File: src/rtl/mm_seq_ctrl.sv
// Sequencer for the DIM x DIM signed matrix-multiply engine: walks A/B in i/j/k order,
// accumulates each dot product in one MAC, writes C. Optional busy-cycle counter: MM_PERF_CNT_EN.
module mm_seq_ctrl #(
  parameter int DIM    = 8,
  parameter int IN_W   = 8,
  parameter int OUT_W  = 19,
  parameter int ADDR_W = $clog2(DIM * DIM)
) (
  input  logic              clk,
  input  logic              reset,
  input  logic              start,
  input  logic              load_mem,
  output logic              busy,
  output logic              done,
  output logic [ADDR_W-1:0] addrA,
  input  logic [IN_W-1:0]   rdA,
  output logic [ADDR_W-1:0] addrB,
  input  logic [IN_W-1:0]   rdB,
  output logic              wenC,
  output logic [ADDR_W-1:0] addrC,
  output logic [OUT_W-1:0]  wdC,
  output logic [15:0]       cyc_cnt
);

  localparam int IDX_W = (DIM > 1) ? $clog2(DIM) : 1;
  localparam logic [IDX_W-1:0] IDX_MAX = IDX_W'(DIM - 1);

  typedef enum logic [1:0] {
    IDLE  = 2'd0,
    RUN   = 2'd1,
    DRAIN = 2'd2,
    DONE  = 2'd3
  } state_t;

  state_t state_reg, state_next;

  logic             start_accept;
  logic             abort;
  logic             load_issue;
  logic             issue_last;
  logic             drain_last_reg;
  logic             k_wrap;
  logic             j_wrap;

  logic [IDX_W-1:0] i_reg, j_reg, k_reg;
  logic [IDX_W-1:0] i_next, j_next, k_next;

  // Issue-stage tags: describe the operands currently being addressed.
  logic              iss_valid_reg;
  logic              iss_k0_reg;
  logic              iss_last_reg;
  logic [ADDR_W-1:0] iss_caddr_reg;

  // Data-stage tags: aligned with rdA/rdB, one cycle behind the issue stage.
  logic              d_valid_reg;
  logic              d_k0_reg;
  logic              d_last_reg;
  logic [ADDR_W-1:0] d_caddr_reg;

  logic signed [2*IN_W-1:0] prod_raw;
  logic signed [OUT_W-1:0]  prod;
  logic signed [OUT_W-1:0]  sum;
  logic signed [OUT_W-1:0]  acc_reg;

  function automatic logic [ADDR_W-1:0] lin_addr(input logic [IDX_W-1:0] row,
                                                  input logic [IDX_W-1:0] col);
    return ADDR_W'(row) * ADDR_W'(DIM) + ADDR_W'(col);
  endfunction

  assign k_wrap     = (k_reg == IDX_MAX);
  assign j_wrap     = (j_reg == IDX_MAX);
  assign issue_last = k_wrap && j_wrap && (i_reg == IDX_MAX);

  // ---------------------------------------------------------------- FSM
  always_ff @(posedge clk or negedge reset) begin
    if (!reset) begin
      state_reg      <= IDLE;
      drain_last_reg <= 1'b0;
    end else begin
      state_reg      <= state_next;
      drain_last_reg <= (state_reg == DRAIN);
    end
  end

  always_comb begin
    state_next   = state_reg;
    busy         = 1'b0;
    done         = 1'b0;
    start_accept = 1'b0;
    abort        = 1'b0;
    case (state_reg)
      IDLE: begin
        if (start && !load_mem) begin
          state_next   = RUN;
          start_accept = 1'b1;
        end
      end
      RUN: begin
        busy = 1'b1;
        if (load_mem) begin
          state_next = IDLE;
          abort      = 1'b1;
        end else if (issue_last) begin
          state_next = DRAIN;
        end
      end
      DRAIN: begin
        busy = 1'b1;
        if (load_mem) begin
          state_next = IDLE;
          abort      = 1'b1;
        end else if (drain_last_reg) begin
          state_next = DONE;
        end
      end
      DONE: begin
        done       = 1'b1;
        state_next = IDLE;
      end
      default: state_next = IDLE;
    endcase
  end

  // ---------------------------------------------------------------- issue stage
  assign load_issue = start_accept || ((state_reg == RUN) && !load_mem && !issue_last);

  always_comb begin
    if (start_accept) begin
      i_next = '0;
      j_next = '0;
      k_next = '0;
    end else begin
      k_next = k_wrap ? '0 : k_reg + IDX_W'(1);
      j_next = k_wrap ? (j_wrap ? '0 : j_reg + IDX_W'(1)) : j_reg;
      i_next = (k_wrap && j_wrap) ? i_reg + IDX_W'(1) : i_reg;
    end
  end

  always_ff @(posedge clk or negedge reset) begin
    if (!reset) begin
      i_reg         <= '0;
      j_reg         <= '0;
      k_reg         <= '0;
      addrA         <= '0;
      addrB         <= '0;
      iss_valid_reg <= 1'b0;
      iss_k0_reg    <= 1'b0;
      iss_last_reg  <= 1'b0;
      iss_caddr_reg <= '0;
    end else if (load_issue) begin
      i_reg         <= i_next;
      j_reg         <= j_next;
      k_reg         <= k_next;
      addrA         <= lin_addr(i_next, k_next);
      addrB         <= lin_addr(k_next, j_next);
      iss_valid_reg <= 1'b1;
      iss_k0_reg    <= (k_next == '0);
      iss_last_reg  <= (k_next == IDX_MAX);
      iss_caddr_reg <= lin_addr(i_next, j_next);
    end else begin
      iss_valid_reg <= 1'b0;
    end
  end

  // ---------------------------------------------------------------- data stage / MAC
  assign prod_raw = $signed({{IN_W{rdA[IN_W-1]}}, rdA}) * $signed({{IN_W{rdB[IN_W-1]}}, rdB});
  assign prod     = {{(OUT_W - 2*IN_W){prod_raw[2*IN_W-1]}}, prod_raw};
  assign sum      = d_k0_reg ? prod : acc_reg + prod;

  always_ff @(posedge clk or negedge reset) begin
    if (!reset) begin
      d_valid_reg <= 1'b0;
      d_k0_reg    <= 1'b0;
      d_last_reg  <= 1'b0;
      d_caddr_reg <= '0;
    end else begin
      d_valid_reg <= iss_valid_reg && !abort;
      d_k0_reg    <= iss_k0_reg;
      d_last_reg  <= iss_last_reg;
      d_caddr_reg <= iss_caddr_reg;
    end
  end

  // An abort drops whatever is in flight, so no write lands after busy falls.
  always_ff @(posedge clk or negedge reset) begin
    if (!reset) begin
      acc_reg <= '0;
      wenC    <= 1'b0;
      addrC   <= '0;
      wdC     <= '0;
    end else begin
      wenC <= d_valid_reg && d_last_reg && !abort;
      if (d_valid_reg && !abort) begin
        acc_reg <= sum;
        if (d_last_reg) begin
          wdC   <= sum;
          addrC <= d_caddr_reg;
        end
      end
    end
  end

  // ---------------------------------------------------------------- busy-cycle counter
`ifdef MM_PERF_CNT_EN
  logic [15:0] cyc_cnt_reg;

  // The aborting cycle is not counted: busy is already considered ended there.
  always_ff @(posedge clk or negedge reset) begin
    if (!reset) begin
      cyc_cnt_reg <= '0;
    end else if (start_accept) begin
      cyc_cnt_reg <= '0;
    end else if (busy && !load_mem) begin
      cyc_cnt_reg <= cyc_cnt_reg + 16'd1;
    end
  end

  assign cyc_cnt = cyc_cnt_reg;
`else
  assign cyc_cnt = '0;
`endif

endmodule

File: config.mk
export PLATFORM = sky130hd
export DESIGN_NAME = mm_seq_ctrl
export DESIGN_NICKNAME = d
export VERILOG_FILES = /design/src/rtl/mm_seq_ctrl.sv
export SDC_FILE = /design/constraint.sdc
export NUM_CORES = 1
export LEC_CHECK = 0
export CORE_MARGIN = 10
export CORE_UTILIZATION = 36
export DETAILED_ROUTE_END_ITERATION = 8
export PLACE_DENSITY_LB_ADDON = 0.08
export SETUP_SLACK_MARGIN = 0.05
export SKIP_CTS_REPAIR_TIMING = 1
export SYNTH_ARGS = -nofsm -noshare
export SYNTH_HDL_FRONTEND = slang
export SYNTH_SLANG_ARGS = --single-unit
File: constraint.sdc
create_clock -name clk -period 4.36 [get_ports clk]
set_clock_uncertainty 0.1 [all_clocks]
set_input_delay 0.872 -clock clk [delete_from_list [all_inputs] [get_ports clk]]
set_output_delay 0.872 -clock clk [all_outputs]
set_load 0.02 [all_outputs]
======== Word-level counts from Yosys, hierarchy flattened ========
Index checks and enable logic that the tools add are counted.
storage, ports and cells
  latch bits .............................. 0
  ROM bits ................................ 0
  memories ................................ 0
  bits in writable memories ............... 0
  register bits ........................... 87
cells by class
  divide/modulo/power cells ............... 0
  mux-type cells .......................... 21
  multipliers ............................. 1
  add/sub/neg operators ................... 7
  magnitude comparators ................... 0
  shift operators ......................... 0
  eq/ne operators ......................... 10
  reduce and logical (&&, ||, !) cells .... 18
  bitwise operators ....................... 0
operator list
  cell                 number
  $mux 3               7
  $add 19x16->19       1
  $mux 19              1
  $add 6x3->6          3
  $mul 8x8->16         1
  $eq 3x3->1 const B   4
  $mux 2               5
  $add 3x1->3 const B  3
  $logic_and 1x1->1    9
  $pmux 2 s4           1
  $mux 1               7
  $ne 3x3->1 const B   2
  $eq 2x2->1 const B   2
  $logic_not 1->1      3
  $logic_not 3->1      1
  $reduce_and 3->1     1
  $eq 2x1->1 const B   1
  $logic_not 2->1      1
  $ne 2x2->1 const B   1
  $reduce_and 2->1     1
  $reduce_or 2->1      1
  $logic_or 1x1->1     1

======== Logic depth before layout (Yosys ltp) ========
  word-level depth ........................ 7
  mapped depth ............................ 25
  depth with buffers taken out ............ 25

======== Least setup slack after synthesis ========
Ideal clock, no wire load.
  path kind ............................... input to register
  from .................................... input rdB[0]
  to ...................................... register wdC[18]
  setup slack ............................. -2,227 ps
  setup time .............................. 69 ps
  arrival time ............................ 6,418 ps
  required time ........................... 4,191 ps
  cell stages on the path ................. 23
  buffers on the path ..................... 0
  cell sequence ........................... and2_1 > ha_1 > inv_1 > fa_1 > inv_1 > fa_1 > inv_1 > fa_1 > inv_1 > ha_1 > and2_1 > a221oi_2 > a2111oi_1 > or4_1 > a32o_1 > ha_1 > a21oi_1 > o21bai_1 > a21oi_1 > o31ai_4 > xnor2_1 > or4_1 > nand3_1
on the way
  longest elaborated chain between the ends .. 3
ends and longest elaborated chain
  what                  RTL line  text
  from (decl)           18        input logic [IN_W-1:0] rdB,
  $mul 8x8->16 (*)      166       assign prod_raw = $signed({{IN_W{rdA[IN_W-1]}}, rdA}) * $signed({{IN_W{rdB[IN_W-1]}}, rdB});
  $add 19x16->19        168       assign sum = d_k0_reg ? prod : acc_reg + prod;
  $mux 19 (*)           168
  to (signal assigned)  196       wdC <= sum;
  to (decl)             21        output logic [OUT_W-1:0] wdC,
Every way passes the cells marked *; elsewhere a longest branch is shown, timed or not.
A chain may end at the register's enable or synchronous reset.

======== Worst setup path after layout ========
  from .................................... input rdA[4]
  to ...................................... register wdC[18]
on the way
  longest elaborated chain between the ends .. 3
ends and longest elaborated chain
  what              RTL line  text
  from (decl)       16        input logic [IN_W-1:0] rdA,
  $mul 8x8->16 (*)  166
  $add 19x16->19    168
  $mux 19 (*)       168
Marks and branches as above.

==> results.md <==
- Run status: finished, violations left
- Failing checks: negative setup slack
- Number of remaining DRC errors: 0
- Slew Limit Fails: 0
- Setup ws final: -1.84 ns
- Setup crit start kind: primary input
- Period utilization: 1.42
- IO buf count: ~60
- Synth Area in Adders: 0.296
- Hold path depth: 0
- Die extent in y: about 150 µm
- Setup WS pre-CTS: -2.69 ns
- Die X: 152 µm
- Worst-Skew Late Latency: about 0.34 ns
- Synth cell types: 50
- Compound-Gate Fraction of Synth Area: 0.126
- Gpl congestion: 0.831
- Total wire length: between 15,000 and 20,000 µm
- Max-Cap Viols: 0
- CTS buffer count: 9
- Largest family of logic cells by synthesized area: adder cells
- Seq/Total Area, Yosys: 0.275
- Total GRT Usage: 0.136
- Wirelength per Cell: between 10 and 15 µm
- Post-synthesis cell count: between 600 and 700
- Clock transition at path regs: approximately 0.060 ns
- Post-synthesis mux area share: 0.0161
- Share of the synthesized area in the top cell type: 0.275
- Mean post-synth cell area: ~9.1 µm²
- Routed Antenna Nets: 0
- Final hold vios: 0
- Number of flops mapped to enable cells by yosys: 0
- Fraction of layout cells with a size suffix above 1: 0.302
- Top_reg_cell synth: dfrtp_1
- Fmax: ~0.16 GHz
- XOR/XNOR share of the synthesized area: 0.0446
- Hpwl dp: 12,400 µm
- Synthesis Warnings: 0
- Period minus WS final: just over 6 ns
- # rows: 48
- Netlist Area Pre-Place: approximately 6300 µm²
- CTS sink count: between 60 and 70
- Vias in the first global route: about 5,500
- Nets@finish: between 900 and 1,000
- N_diodes: 0
- Cell area after layout: about 8900 µm²
- Slew @ Worst Pin: ~1 ns
- CP Capture Type: flop
- RSZ-0062 raised after global routing: yes
- I/O pin cnt: between 70 and 80
- Synth Area in Simple Gates: 0.152
- Core area: 17,200 µm²
- Setup-failing EPs final: 28
- Die area: 23,100 µm²
- Placed Area: approximately 8000 µm²
- Cell taking the most area after synthesis: dfrtp_1
- CTS tree: built
- Initial antenna violation count: 0
- CP Class: in2reg
- Root buf cell: clkbuf_16
- Largest net degree at the start of global routing: 46
- #FFs+latches synth: 69
- Drt pass-1 iters: 4
- Most area-consuming cells after synthesis: dfrtp_1 (27%), fa_1 (18%), ha_1 (12%), inv_1 (5.9%), nand2_1 (5.7%)
- Reg2Reg Depth: 10
- Ys async rst share: 1.00
- H-tree depth: 3
- Vias after detailed routing: just over 5,000
- CP Max Fanout: 5
- Layout area overhead: 41.3%
- Slew Limit Headroom: 0.333
- Clock Path Buffers: 2
- R2r setup slk: 1.51 ns
- CP arrival: approximately 6.4 ns
- First-pass GRT wire length: between 20,000 and 30,000 µm
- WP data required: between 4 and 5 ns
- Total gr overflow: 0
- Worst Hold Class: reg2reg
- Detailed Route Iter0 Violations: around 100
- Initial Utilization: 0.366
- DR vias/cell: about 4.7
critical path: stages:
cell	delay (ns)
buf_8	0.11
and2_4	0.15
fa_1	0.54
inv_1	0.05
fa_1	0.50
inv_2	0.04
fa_1	0.54
inv_2	0.04
fa_1	0.49
inv_2	0.05
ha_4	0.21
and2_4	0.15
a221oi_4	0.31
a2111oi_4	0.13
or4_1	0.47
a32o_2	0.32
ha_4	0.26
a21oi_4	0.12
o21bai_1	0.10
a21oi_2	0.19
o31ai_4	0.10
xnor2_1	0.14
or4_1	0.42
nand3_2	0.08
Yosys cell counts, types with 2 or more instances:
| master | instances |
|---|---|
| a211oi_1 | 2 |
| fa_1 | 56 |
| mux2i_1 | 9 |
| xnor2_1 | 20 |
| ha_1 | 59 |
| a21o_1 | 9 |
| nor4_1 | 2 |
| o21a_1 | 2 |
| a21oi_1 | 39 |
| clkbuf_1 | 12 |
| o211ai_1 | 2 |
| a31oi_1 | 4 |
| o31ai_1 | 6 |
| nor2b_1 | 8 |
| xor2_1 | 12 |
| and3_1 | 2 |
| inv_1 | 98 |
| nor2_1 | 22 |
| buf_4 | 19 |
| dfrtp_1 | 69 |
| nand2b_1 | 6 |
| a211o_1 | 2 |
| buf_1 | 2 |
| nand3_1 | 6 |
| nand4_1 | 2 |
| o21ai_0 | 47 |
| nor3_1 | 2 |
| or4_1 | 3 |
| o21bai_1 | 3 |
| and2_1 | 48 |
| nand2_1 | 96 |
cells in the final DEF, fill, tap and decap left out, drive strengths merged, types with 7 or more instances in the layout:
cell and n:
a21o 9, a21oi 39, and2 48, buf 127
clkbuf 13, clkdlybuf4s50 42, conb 16, dfrtp 69
fa 56, ha 59, inv 100, mux2i 9
nand2 96, nor2 22, nor2b 8, o21ai 47
o31ai 7, xnor2 20, xor2 12
stage by stage:
stage	std cells	setup TNS, ns	hold WS, ns	util
floorplan	703	-27.67	0.254	-
global placement	1056	-59.77	0.264	0.465
detailed placement	1056	-60.23	0.271	0.465
CTS	1072	-50.20	0.278	0.483
global route	1084	-38.70	0.293	0.517
finish	1084	-33.67	0.272	0.517
final cells by class:
type	count	area, µm²
clock inverters	7	83.8
repair buffers	173	1490
clock buffers	9	225
inverters	99	374
well taps	225	282
flip-flops and latches	69	1730
multi-input cells	502	4690
fillers	1622	8300
kinds of logic after synthesis:
kind of cell,after synthesis
mux,10
xor+xnor,32
other cells,1
buf+inv,132
flops,69
fa+ha+maj,115
compound gates,129
simple gates,200
path summary, 6_finish.rpt:
path	start	end
max	rdA[4]	wdC[18]$_DFFE_PN0P_
min	iss_k0_reg$_DFFE_PN0P_	d_k0_reg$_DFF_PN0_
min in group asynchronous	reset	state_reg[0]$_DFFE_PN0P_
max reg2reg	acc_reg[0]$_DFFE_PN0P_	wdC[18]$_DFFE_PN0P_
min reg2reg	iss_k0_reg$_DFFE_PN0P_	d_k0_reg$_DFF_PN0_
max in group asynchronous	reset	wdC[12]$_DFFE_PN0P_
per-layer routing:
layer	vias to the layer above	global-route usage	wire length, µm
li1	2536	-	-
met1	2463	0.168	7120
met2	81	0.233	7940
met3	20	0.0319	644
met4	0	0.0335	212
met5	-	0	0
Power is not shown: default switching activity piles up to over one toggle a cycle in this logic, so the estimate is an artifact.
